$ cat src/rtl/uart_rx_param_if.sv
// Host-side receive FIFO port of uart_rx_param: first-word-fall-through head
// word plus occupancy flags.
interface uart_rx_param_if #(
  parameter int FIFO_DEPTH = 64
);
  localparam int LW = $clog2(FIFO_DEPTH) + 1;

  // Handshake: p_empty_o = 0 means data_o holds a valid head word. n_rd_i = 0
  // means the host takes it. A word transfers on each rising clk edge where
  // both hold. Asserting n_rd_i low while empty has no effect.
  logic          n_rd_i;
  logic [10:0]   data_o;
  logic          p_empty_o;
  logic          p_full_o;
  logic [LW-1:0] Level_o;

  modport master (
    output n_rd_i,
    input  data_o, p_empty_o, p_full_o, Level_o
  );

  modport slave (
    input  n_rd_i,
    output data_o, p_empty_o, p_full_o, Level_o
  );
endinterface

$ cat src/rtl/uart_rx_param.sv
// Oversampled UART receiver with runtime frame format, break detection and a
// FWFT receive FIFO carrying {break, frame_err, parity_err, data} per word.
module uart_rx_param #(
  parameter int OVERSAMPLE = 16,
  parameter int FIFO_DEPTH = 64
) (
  input  logic                 clk,
  input  logic                 rst,
  input  logic                 AcqSig_i,
  input  logic                 Rx_i,
  input  logic [1:0]           DataBits_i,
  input  logic [2:0]           ParityMode_i,
  input  logic                 TwoStop_i,
  input  logic                 p_MsbFirst_i,
  uart_rx_param_if.slave       fifo,
  output logic                 p_Busy_o,
  output logic [7:0]           ParityErrorNum_o,
  output logic [7:0]           FrameErrorNum_o,
  output logic [7:0]           OverrunNum_o,
  output logic [2:0]           dbg_state
);

  localparam int CW = $clog2(OVERSAMPLE);
  localparam int AW = $clog2(FIFO_DEPTH);
  localparam logic [CW-1:0] CNT_LAST = CW'(OVERSAMPLE - 1);
  localparam logic [CW-1:0] CNT_S0   = CW'(OVERSAMPLE / 2 - 1);
  localparam logic [CW-1:0] CNT_S1   = CW'(OVERSAMPLE / 2);
  localparam logic [CW-1:0] CNT_RES  = CW'(OVERSAMPLE / 2 + 1);

  typedef enum logic [2:0] {
    IDLE, START, DATA, PARITY, STOP1, STOP2, BRK_WAIT
  } state_t;

  state_t state_q, state_d;

  logic          rx_s1, rx_s2, rx_q, fall;
  logic [CW-1:0] cnt;
  logic          smp0, smp1, maj, res_tick;
  logic [1:0]    bits_q;
  logic [2:0]    par_mode_q;
  logic          two_stop_q, msb_q;
  logic [7:0]    shreg, data_al;
  logic [2:0]    bit_idx, last_idx;
  logic          par_err_q, frm_q, par_zero_q, exp_par, is_break;
  logic          wr_now, wr_q;
  logic [10:0]   word_now, word_q;

  // Line synchroniser; rx_q is one more stage used only for edge detection.
  always_ff @(posedge clk) begin
    if (rst) begin
      rx_s1 <= 1'b1;
      rx_s2 <= 1'b1;
      rx_q  <= 1'b1;
    end else begin
      rx_s1 <= Rx_i;
      rx_s2 <= rx_s1;
      rx_q  <= rx_s2;
    end
  end

  assign fall     = rx_q & ~rx_s2;
  assign res_tick = AcqSig_i && (cnt == CNT_RES);
  assign maj      = (smp0 & smp1) | (smp0 & rx_s2) | (smp1 & rx_s2);
  assign last_idx = {1'b0, bits_q} + 3'd4;
  // LSB-first words enter from the top; shift down so unused bits read zero.
  assign data_al  = msb_q ? shreg : (shreg >> (2'd3 - bits_q));
  assign is_break = (data_al == 8'd0) && par_zero_q && !maj;
  assign word_now = {is_break, frm_q | ~maj, par_err_q, data_al};

  always_comb begin
    exp_par = 1'b0;
    case (par_mode_q)
      3'd1:    exp_par = ~(^data_al);
      3'd2:    exp_par = ^data_al;
      3'd3:    exp_par = 1'b1;
      default: exp_par = 1'b0;
    endcase
  end

  always_ff @(posedge clk) begin
    if (rst) begin
      state_q <= IDLE;
    end else begin
      state_q <= state_d;
    end
  end

  always_comb begin
    state_d = state_q;
    wr_now  = 1'b0;
    case (state_q)
      IDLE:     if (fall) state_d = START;
      START:    if (res_tick) state_d = maj ? IDLE : DATA;
      DATA:     if (res_tick && bit_idx == last_idx)
                  state_d = (par_mode_q != 3'd0) ? PARITY : STOP1;
      PARITY:   if (res_tick) state_d = STOP1;
      STOP1:    if (res_tick) begin
                  if (two_stop_q) begin
                    state_d = STOP2;
                  end else begin
                    wr_now  = 1'b1;
                    state_d = is_break ? BRK_WAIT : IDLE;
                  end
                end
      STOP2:    if (res_tick) begin
                  wr_now  = 1'b1;
                  state_d = is_break ? BRK_WAIT : IDLE;
                end
      BRK_WAIT: if (res_tick && maj) state_d = IDLE;
      default:  state_d = IDLE;
    endcase
  end

  always_ff @(posedge clk) begin
    if (rst) begin
      cnt        <= '0;
      smp0       <= 1'b1;
      smp1       <= 1'b1;
      bits_q     <= 2'd3;
      par_mode_q <= 3'd0;
      two_stop_q <= 1'b0;
      msb_q      <= 1'b0;
      shreg      <= 8'd0;
      bit_idx    <= 3'd0;
      par_err_q  <= 1'b0;
      frm_q      <= 1'b0;
      par_zero_q <= 1'b1;
      wr_q       <= 1'b0;
      word_q     <= 11'd0;
    end else begin
      wr_q   <= wr_now;
      word_q <= word_now;
      if (state_q == IDLE && fall) begin
        cnt        <= '0;
        bits_q     <= DataBits_i;
        par_mode_q <= (ParityMode_i > 3'd4) ? 3'd0 : ParityMode_i;
        two_stop_q <= TwoStop_i;
        msb_q      <= p_MsbFirst_i;
        shreg      <= 8'd0;
        bit_idx    <= 3'd0;
        par_err_q  <= 1'b0;
        frm_q      <= 1'b0;
        par_zero_q <= 1'b1;
      end else if (AcqSig_i) begin
        cnt <= (cnt == CNT_LAST) ? '0 : cnt + CW'(1);
      end
      if (AcqSig_i && cnt == CNT_S0) smp0 <= rx_s2;
      if (AcqSig_i && cnt == CNT_S1) smp1 <= rx_s2;
      if (res_tick) begin
        case (state_q)
          DATA: begin
            shreg   <= msb_q ? {shreg[6:0], maj} : {maj, shreg[7:1]};
            bit_idx <= bit_idx + 3'd1;
          end
          PARITY: begin
            par_err_q  <= (maj != exp_par);
            par_zero_q <= ~maj;
          end
          STOP1:   frm_q <= ~maj;
          default: ;
        endcase
      end
    end
  end

  // Receive FIFO. data_o is registered and always reflects the next head word.
  logic [10:0]   mem [FIFO_DEPTH];
  logic [AW-1:0] rptr, wptr, next_idx;
  logic [AW:0]   count, count_n, rem;
  logic          pop, push, overrun;
  logic [10:0]   head_n;

  assign pop      = ~fifo.n_rd_i && ~fifo.p_empty_o;
  assign push     = wr_q && (~fifo.p_full_o || pop);
  assign overrun  = wr_q && fifo.p_full_o && ~pop;
  assign rem      = count - {{AW{1'b0}}, pop};
  assign next_idx = pop ? rptr + AW'(1) : rptr;

  always_comb begin
    count_n = count;
    case ({push, pop})
      2'b10:   count_n = count + (AW+1)'(1);
      2'b01:   count_n = count - (AW+1)'(1);
      default: count_n = count;
    endcase
    head_n = 11'd0;
    if (count_n != '0) head_n = (rem == '0) ? word_q : mem[next_idx];
  end

  always_ff @(posedge clk) begin
    if (push) mem[wptr] <= word_q;
  end

  always_ff @(posedge clk) begin
    if (rst) begin
      rptr           <= '0;
      wptr           <= '0;
      count          <= '0;
      fifo.data_o    <= 11'd0;
      fifo.p_empty_o <= 1'b1;
      fifo.p_full_o  <= 1'b0;
    end else begin
      if (push) wptr <= wptr + AW'(1);
      if (pop)  rptr <= rptr + AW'(1);
      count          <= count_n;
      fifo.data_o    <= head_n;
      fifo.p_empty_o <= (count_n == '0);
      fifo.p_full_o  <= (count_n == (AW+1)'(FIFO_DEPTH));
    end
  end

  assign fifo.Level_o = count;

  // Error counters see every completed word, including ones lost to overrun.
  always_ff @(posedge clk) begin
    if (rst) begin
      ParityErrorNum_o <= 8'd0;
      FrameErrorNum_o  <= 8'd0;
      OverrunNum_o     <= 8'd0;
    end else if (wr_q) begin
      if (word_q[8] && ParityErrorNum_o != 8'hFF) ParityErrorNum_o <= ParityErrorNum_o + 8'd1;
      if (word_q[9] && FrameErrorNum_o  != 8'hFF) FrameErrorNum_o  <= FrameErrorNum_o + 8'd1;
      if (overrun   && OverrunNum_o     != 8'hFF) OverrunNum_o     <= OverrunNum_o + 8'd1;
    end
  end

  assign p_Busy_o  = (state_q != IDLE);
  assign dbg_state = state_q;

endmodule

$ cat src/flat_wrapper.sv
// flat-port wrapper written by rule: the top's interface ports become plain ports
module uart_rx_param_flat 
#(
  parameter int OVERSAMPLE = 16,
  parameter int FIFO_DEPTH = 64
)
  (clk, rst, AcqSig_i, Rx_i, DataBits_i, ParityMode_i, TwoStop_i, p_MsbFirst_i, p_Busy_o, ParityErrorNum_o, FrameErrorNum_o, OverrunNum_o, dbg_state, fifo_n_rd_i, fifo_data_o, fifo_p_empty_o, fifo_p_full_o, fifo_Level_o);
  uart_rx_param_if #(.FIFO_DEPTH(FIFO_DEPTH)) fifo_i ();
  input  logic clk;
  input  logic rst;
  input  logic AcqSig_i;
  input  logic Rx_i;
  input  logic [1:0] DataBits_i;
  input  logic [2:0] ParityMode_i;
  input  logic TwoStop_i;
  input  logic p_MsbFirst_i;
  output logic p_Busy_o;
  output logic [7:0] ParityErrorNum_o;
  output logic [7:0] FrameErrorNum_o;
  output logic [7:0] OverrunNum_o;
  output logic [2:0] dbg_state;
  input wire logic [$bits(fifo_i.n_rd_i)-1:0] fifo_n_rd_i;
  output wire logic [$bits(fifo_i.data_o)-1:0] fifo_data_o;
  output wire logic [$bits(fifo_i.p_empty_o)-1:0] fifo_p_empty_o;
  output wire logic [$bits(fifo_i.p_full_o)-1:0] fifo_p_full_o;
  output wire logic [$bits(fifo_i.Level_o)-1:0] fifo_Level_o;
  assign fifo_i.n_rd_i = fifo_n_rd_i;
  assign fifo_data_o = fifo_i.data_o;
  assign fifo_p_empty_o = fifo_i.p_empty_o;
  assign fifo_p_full_o = fifo_i.p_full_o;
  assign fifo_Level_o = fifo_i.Level_o;
  uart_rx_param #(.OVERSAMPLE(OVERSAMPLE), .FIFO_DEPTH(FIFO_DEPTH)) u_core (.clk(clk), .rst(rst), .AcqSig_i(AcqSig_i), .Rx_i(Rx_i), .DataBits_i(DataBits_i), .ParityMode_i(ParityMode_i), .TwoStop_i(TwoStop_i), .p_MsbFirst_i(p_MsbFirst_i), .fifo(fifo_i), .p_Busy_o(p_Busy_o), .ParityErrorNum_o(ParityErrorNum_o), .FrameErrorNum_o(FrameErrorNum_o), .OverrunNum_o(OverrunNum_o), .dbg_state(dbg_state));
endmodule
$ cat config.mk
export PLATFORM = sky130hd
export DESIGN_NAME = uart_rx_param_flat
export DESIGN_NICKNAME = d
export VERILOG_FILES = /design/src/rtl/uart_rx_param_if.sv /design/src/rtl/uart_rx_param.sv /design/src/flat_wrapper.sv
export SDC_FILE = /design/constraint.sdc
export NUM_CORES = 1
export LEC_CHECK = 0
export BUFFER_PORTS_ARGS = -buffer_cell sky130_fd_sc_hd__buf_2
export CAP_MARGIN = 25
export CORE_MARGIN = 2
export CORE_UTILIZATION = 50
export DETAILED_ROUTE_END_ITERATION = 10
export PLACE_DENSITY = 0.71
export SLEW_MARGIN = 0
export SYNTH_ARGS = -nofsm -noshare
export SYNTH_HDL_FRONTEND = slang
export SYNTH_SLANG_ARGS = --single-unit
$ cat constraint.sdc
create_clock -name clk -period 6.1 [get_ports clk]
set_input_delay 0.305 -clock clk [delete_from_list [all_inputs] [get_ports clk]]
set_output_delay 0.305 -clock clk [all_outputs]
set_load 0.02 [all_outputs]
Word level (Yosys, flattened, before mapping). Memory sizes are Yosys's and may differ from the RTL's. Index checks and enable logic that the tools add are counted. W data, S select, Z words.

Add/sub/neg operators: 12. Magnitude comparators: 1. Equality and inequality tests: 28. Shift operators: 1. Muxes and demuxes: 41. Bitwise gates (word level): 15. Reductions and logical operators: 31.

Operators by type and width (count): $mux W3 (14); $mux W8 (5); $add A8 B1 Y8 const B (3); $ne A8 B8 Y1 const B (3); $pmux W3 S7 (1); $logic_and A1 B1 Y1 (15); $logic_not A7 Y1 (2); $mux W1 (14); $ne A2 B1 Y1 const B (7); $pmux W7 S2 (1); $add A6 B1 Y6 const B (2); $eq A3 B2 Y1 const B (4); $eq A4 B4 Y1 const B (3); $mux W11 (1); $eq A3 B3 Y1 const B (3); $logic_not A8 Y1 (1); $not A1 Y1 (8); $reduce_xor A8 Y1 (1); $shr A8 B2 Y8 (1); $add A7 B1 Y7 const B (1); $eq A7 B7 Y1 const B (1); $reduce_and A7 Y1 (1); $reduce_bool A7 Y1 (1); $sub A7 B1 Y7 (1); other kinds (25) (35).

Register bits after elaboration: 101. RAM bits: 704. Word-level logic and storage cells: 157. Memories kept: 1.

Memories: u_core.mem (words 64, bits a word 11, rd ports 1, clocked after Yosys merged registers in 0, wr ports 1, RTL line uart_rx_param.sv:167) `logic [10:0] mem [FIFO_DEPTH];`.

Depth between registers and ports, before layout.
Depth in word-level cells: 10. Gate-level depth with buffers: 17. Gate-level depth less buffers: 14.

Worst setup path after synthesis. OpenSTA, ideal clock, no wires.

Kind: reg-to-reg. From: register u_core.fifo.p_empty_o. To: register u_core.fifo.data_o[1]. Library setup time: 0.092 ns. Arrival: 3.413 ns. Path slack: 2.595 ns. Cell stages (with the launch flop): 18. Period minus slack after synthesis: 3.505 ns. Cells stage by stage: dfxtp_1 > or2_1 > nand2_1 > and2_1 > clkbuf_1 > inv_1 > ha_1 > clkbuf_1 > xor2_1 > ha_1 > nor2b_1 > and4b_1 > a211oi_1 > a211oi_1 > xor2_1 > o21bai_1 > buf_2 > nor4_1.

Longest elaborated chain between the ends: 9.

Ends and longest elaborated chain: from (decl) (RTL line uart_rx_param_if.sv:24) `output data_o, p_empty_o, p_full_o, Level_o`; from (signal assigned) (RTL line uart_rx_param.sv:207) `fifo.p_empty_o <= (count_n == '0);`; $not A1 Y1 * (RTL line uart_rx_param.sv:173) `assign pop = ~fifo.n_rd_i && ~fifo.p_empty_o;`; $logic_and A1 B1 Y1 * (RTL line uart_rx_param.sv:173); branches (longest 7 deep; another with $mem_v2 Z64 W11); to (signal assigned) (RTL line uart_rx_param.sv:206) `fifo.data_o <= head_n;`; to (decl) (RTL line uart_rx_param_if.sv:24).

Mark *: on every way between the ends. A chain may end at the register's enable or synchronous reset.

Final worst setup path.
From: register u_core.fifo.p_empty_o. To: register u_core.fifo.data_o[3].

Same word-level chain as after synthesis.

==> reports/metrics.yaml <==
multi_input_area_mm2: 0.00917
h-tree-depth: 3
crit_family: "simple AND/OR/NAND/NOR gates"
worst_slew_pin_slew_ns: 1.14
max-clock-path-buffers: 3
reg2reg_slack_ns: 1.78
cts_tree: "done"
rows: 94
syn_nets: 2359
fin_ws_ns: 1.78
synth_area_leader_cell: "edfxtp_1"
critPathSlowestCell: "o21ai_2"
syn_avg_cell_area_um2: 14.2
synth_cell_types: 77
clkLatencyLatePin_ns: 0.64
areaGrowthSynthToFinish_pct: 12.4
p_int_mw: 8.88
coreArea_mm2: 0.0656
fp.dieArea_mm2: 0.0682
place_hpwl_mm: 48.6
rsz0062_at_grt: "false"
path_buf_inv: 1
tns_ns: 0
grt_max_degree: 142
post-route-min-period_ns: 4.32
seq_power_share_pct: 53.7
crit_path_cell_trace: "or2_1 > inv_2 > ha_1 > nor4b_1 > nand3_1 > o21ai_2 > nor2_1 > a22oi_1 > nand4_1 > nor4_1"
async_reset_ff_share_pct: 0
p_sw_mw: 2.21
clock-skew-final_ns: 0.0304
p_comb_share_pct: 1.1
period_share_pct: 70.9
critical_path_class: "reg -> reg"
layout-drive-gt1-share_pct: 15.5
portBuffers: 59
ir_worst_vdd_mv: 0.193
num_io_pins: 60
hold_ws_ns: 0.0991
cts_root_buffer: "clkbuf_16"
report.final.slew_viol_count: 0
ys_ff_latch: 805
syn_inst: 2330
cp_data_arrival_time_ns: 4.85
clock-sinks: 805
synth-edff-count: 704
ys_seq_area_share_pct: 70.1
totalWireLength_mm: 82.2
wl_per_cell_um: 24.7
grt_pass1_wl_mm: 122
finalSetupViolCount: 0
max_slew_margin_pct: 24.0
power.density_mw_per_mm2: 298
place_inst: 3128
post-cts-setup-buffers: 0
gp_congestion: 0.981
min_from: "AcqSig_i"
grt.total_usage_pct: 23.9
worst-r2r-cell-count: 10
initial_utilization_pct: 50.4
hold-path-cell-count: 3
synth_area_mm2: 0.0331
grt_overflow_total: 0
die_w_um: 261
hold_viol_final: 0
drtIter0Drc: 2856
max_freq_ghz: 0.231
critical_path.max_stage_delay_ns: 0.68
antenna_found_initial: 1
post-place-ws_ns: 1.99
vias: 20600
synth_top_area_share_pct: 63.9
synth_common_cells: "704 x edfxtp_1, 250 x nand2_1, 170 x nand3_1, 158 x nor2_1, 101 x dfxtp_1"
outcome: "complete, no violations"
crit_fanout: 23
yosys_warnings: 0
timing.rr.start: "u_core.fifo.p_empty_o"
r2r-end: "u_core.fifo.data_o[3]"
synth_most_common_cell: "edfxtp_1"
synthFlopType: "edfxtp_1"
first_pass_iters: 5
worst_ep_required_time_ns: 6.62
p_leak_nw: 13.1
drc: 0
p_clk_share_pct: 45.2
fill_cells: 5069
final_cells: 3326
numCtsBuffers: 83
maxCapViolCount: 0
critPathCaptureType: "flip-flop"
viasPerCell: 6.20
min_path_type: "in -> reg"
antenna_left: 0
die_y_um: 261
p_sw_share_pct: 19.9
clk_pin_slew_worst_paths_ns: 0.07
startpoint_type: "flip-flop"
nNetsFinal: 2421
grt_pass1_vias: 19500
synthTopCellsByArea: "edfxtp_1 64%, dfxtp_1 6.1%, mux4_2 4.2%"
holdPathEnd: "u_core.cnt[1]"
regArea_mm2: 0.0232
==> per-layer routing <==
metal | up-vias | track usage (%) | wire, µm
met1 | 10300 | 34.9 | 34200
met3 | 182 | 4.43 | 7570
met2 | 1130 | 36.1 | 37200
met5 | - | 0 | 16
li1 | 9062 | - | -
met4 | 2 | 8.70 | 3240
==> final cells by class <==
cell class / instances / share of cell area, %
tap: 864 / 2.91
clock inverter: 45 / 1.18
inverter: 17 / 0.172
clock buffer: 109 / 6.07
multi-input combinational: 1345 / 24.7
timing repair buffer: 140 / 2.62
sequential: 805 / 62.4
antenna: 1 / 0.00673
==> state kept, by name, summed over array words and instances (netlist names), 2 cells and up <==
name	cells
u_core.bits_q	2
u_core.par_mode_q	3
u_core.cnt	4
u_core.dbg_state	3
u_core.ParityErrorNum_o	8
u_core.wptr	6
u_core.FrameErrorNum_o	8
u_core.OverrunNum_o	8
u_core.word_q	11
u_core.bit_idx	3
u_core.rptr	6
u_core.fifo.Level_o	7
u_core.fifo.data_o	11
u_core.shreg	8
u_core.mem	704
==> cell usage in the layout, fill, tap and decap left out, types with 49 or more instances in the layout <==
cell and n:
o21ai_0 95, and3_1 49, buf_4 66, dfxtp_1 90, a21oi_1 64, edfxtp_1 704
nand3_1 170, nand2_1 249, mux4_2 62, clkbuf_16 85, mux2i_1 96, nor2_1 158
buf_2 59
==> power groups by stage <==
stage               logic (mW)  clock network [mW]  registers (mW)
floorplan               0.0881                   0            6.06
global placement         0.115                   0            6.07
finish                   0.123                5.01            5.96
global route             0.135                5.27            5.96
detailed placement       0.119                   0            6.07
CTS                      0.124                5.05            5.96
==> cell families (layout without fill, tap and decap cells) <==
logic type	count (synthesis)	count (layout)	synth area share, %
DFF	805	805	70.1
and+or+nand+nor	745	745	10.6
AOI/OAI and AO/OA	384	384	8.01
buffers and inverters	180	311	2.44
muxes	160	160	7.20
xor gates and xnor gates	38	38	1.01
adders and majority gates	18	18	0.674
other	0	1	0
==> metrics by stage <==
| stage | power (mW) | utilization, % | instance area (µm²) |
|---|---|---|---|
| final | 11.1 | 56.6 | 37200 |
| after global routing | 11.4 | 56.6 | 37200 |
| after CTS | 11.1 | 56.2 | 36900 |
| after detailed placement | 6.19 | 51.9 | 34100 |
| after global placement | 6.19 | 51.8 | 34000 |
| after floorplan | 6.15 | - | 33100 |
==> what timing repair did <==
item                      CTS  global route
hold buffers                9             0
resized for setup           0             0
hold endpoints to repair    8             0
==> tightest hold or removal path: stages <==
cell	delay (ns)
buf_2	0.16
mux2i_1	0.10
nor3_1	0.11
==> worst max-delay path by stage <==
stage	start	end	depth (start not counted)
2_1_floorplan	u_core.fifo.p_empty_o	u_core.fifo.data_o[1]	17
3_3_place_gp	u_core.fifo.p_empty_o	u_core.fifo.data_o[5]	10
3_5_place_dp	u_core.fifo.p_empty_o	u_core.fifo.data_o[3]	10
4_1_cts	u_core.fifo.p_empty_o	u_core.fifo.data_o[5]	10
5_1_grt	u_core.fifo.p_empty_o	u_core.fifo.data_o[1]	10
6_report	u_core.fifo.p_empty_o	u_core.fifo.data_o[3]	10
Note: power is estimated with default switching activity, not from simulation.
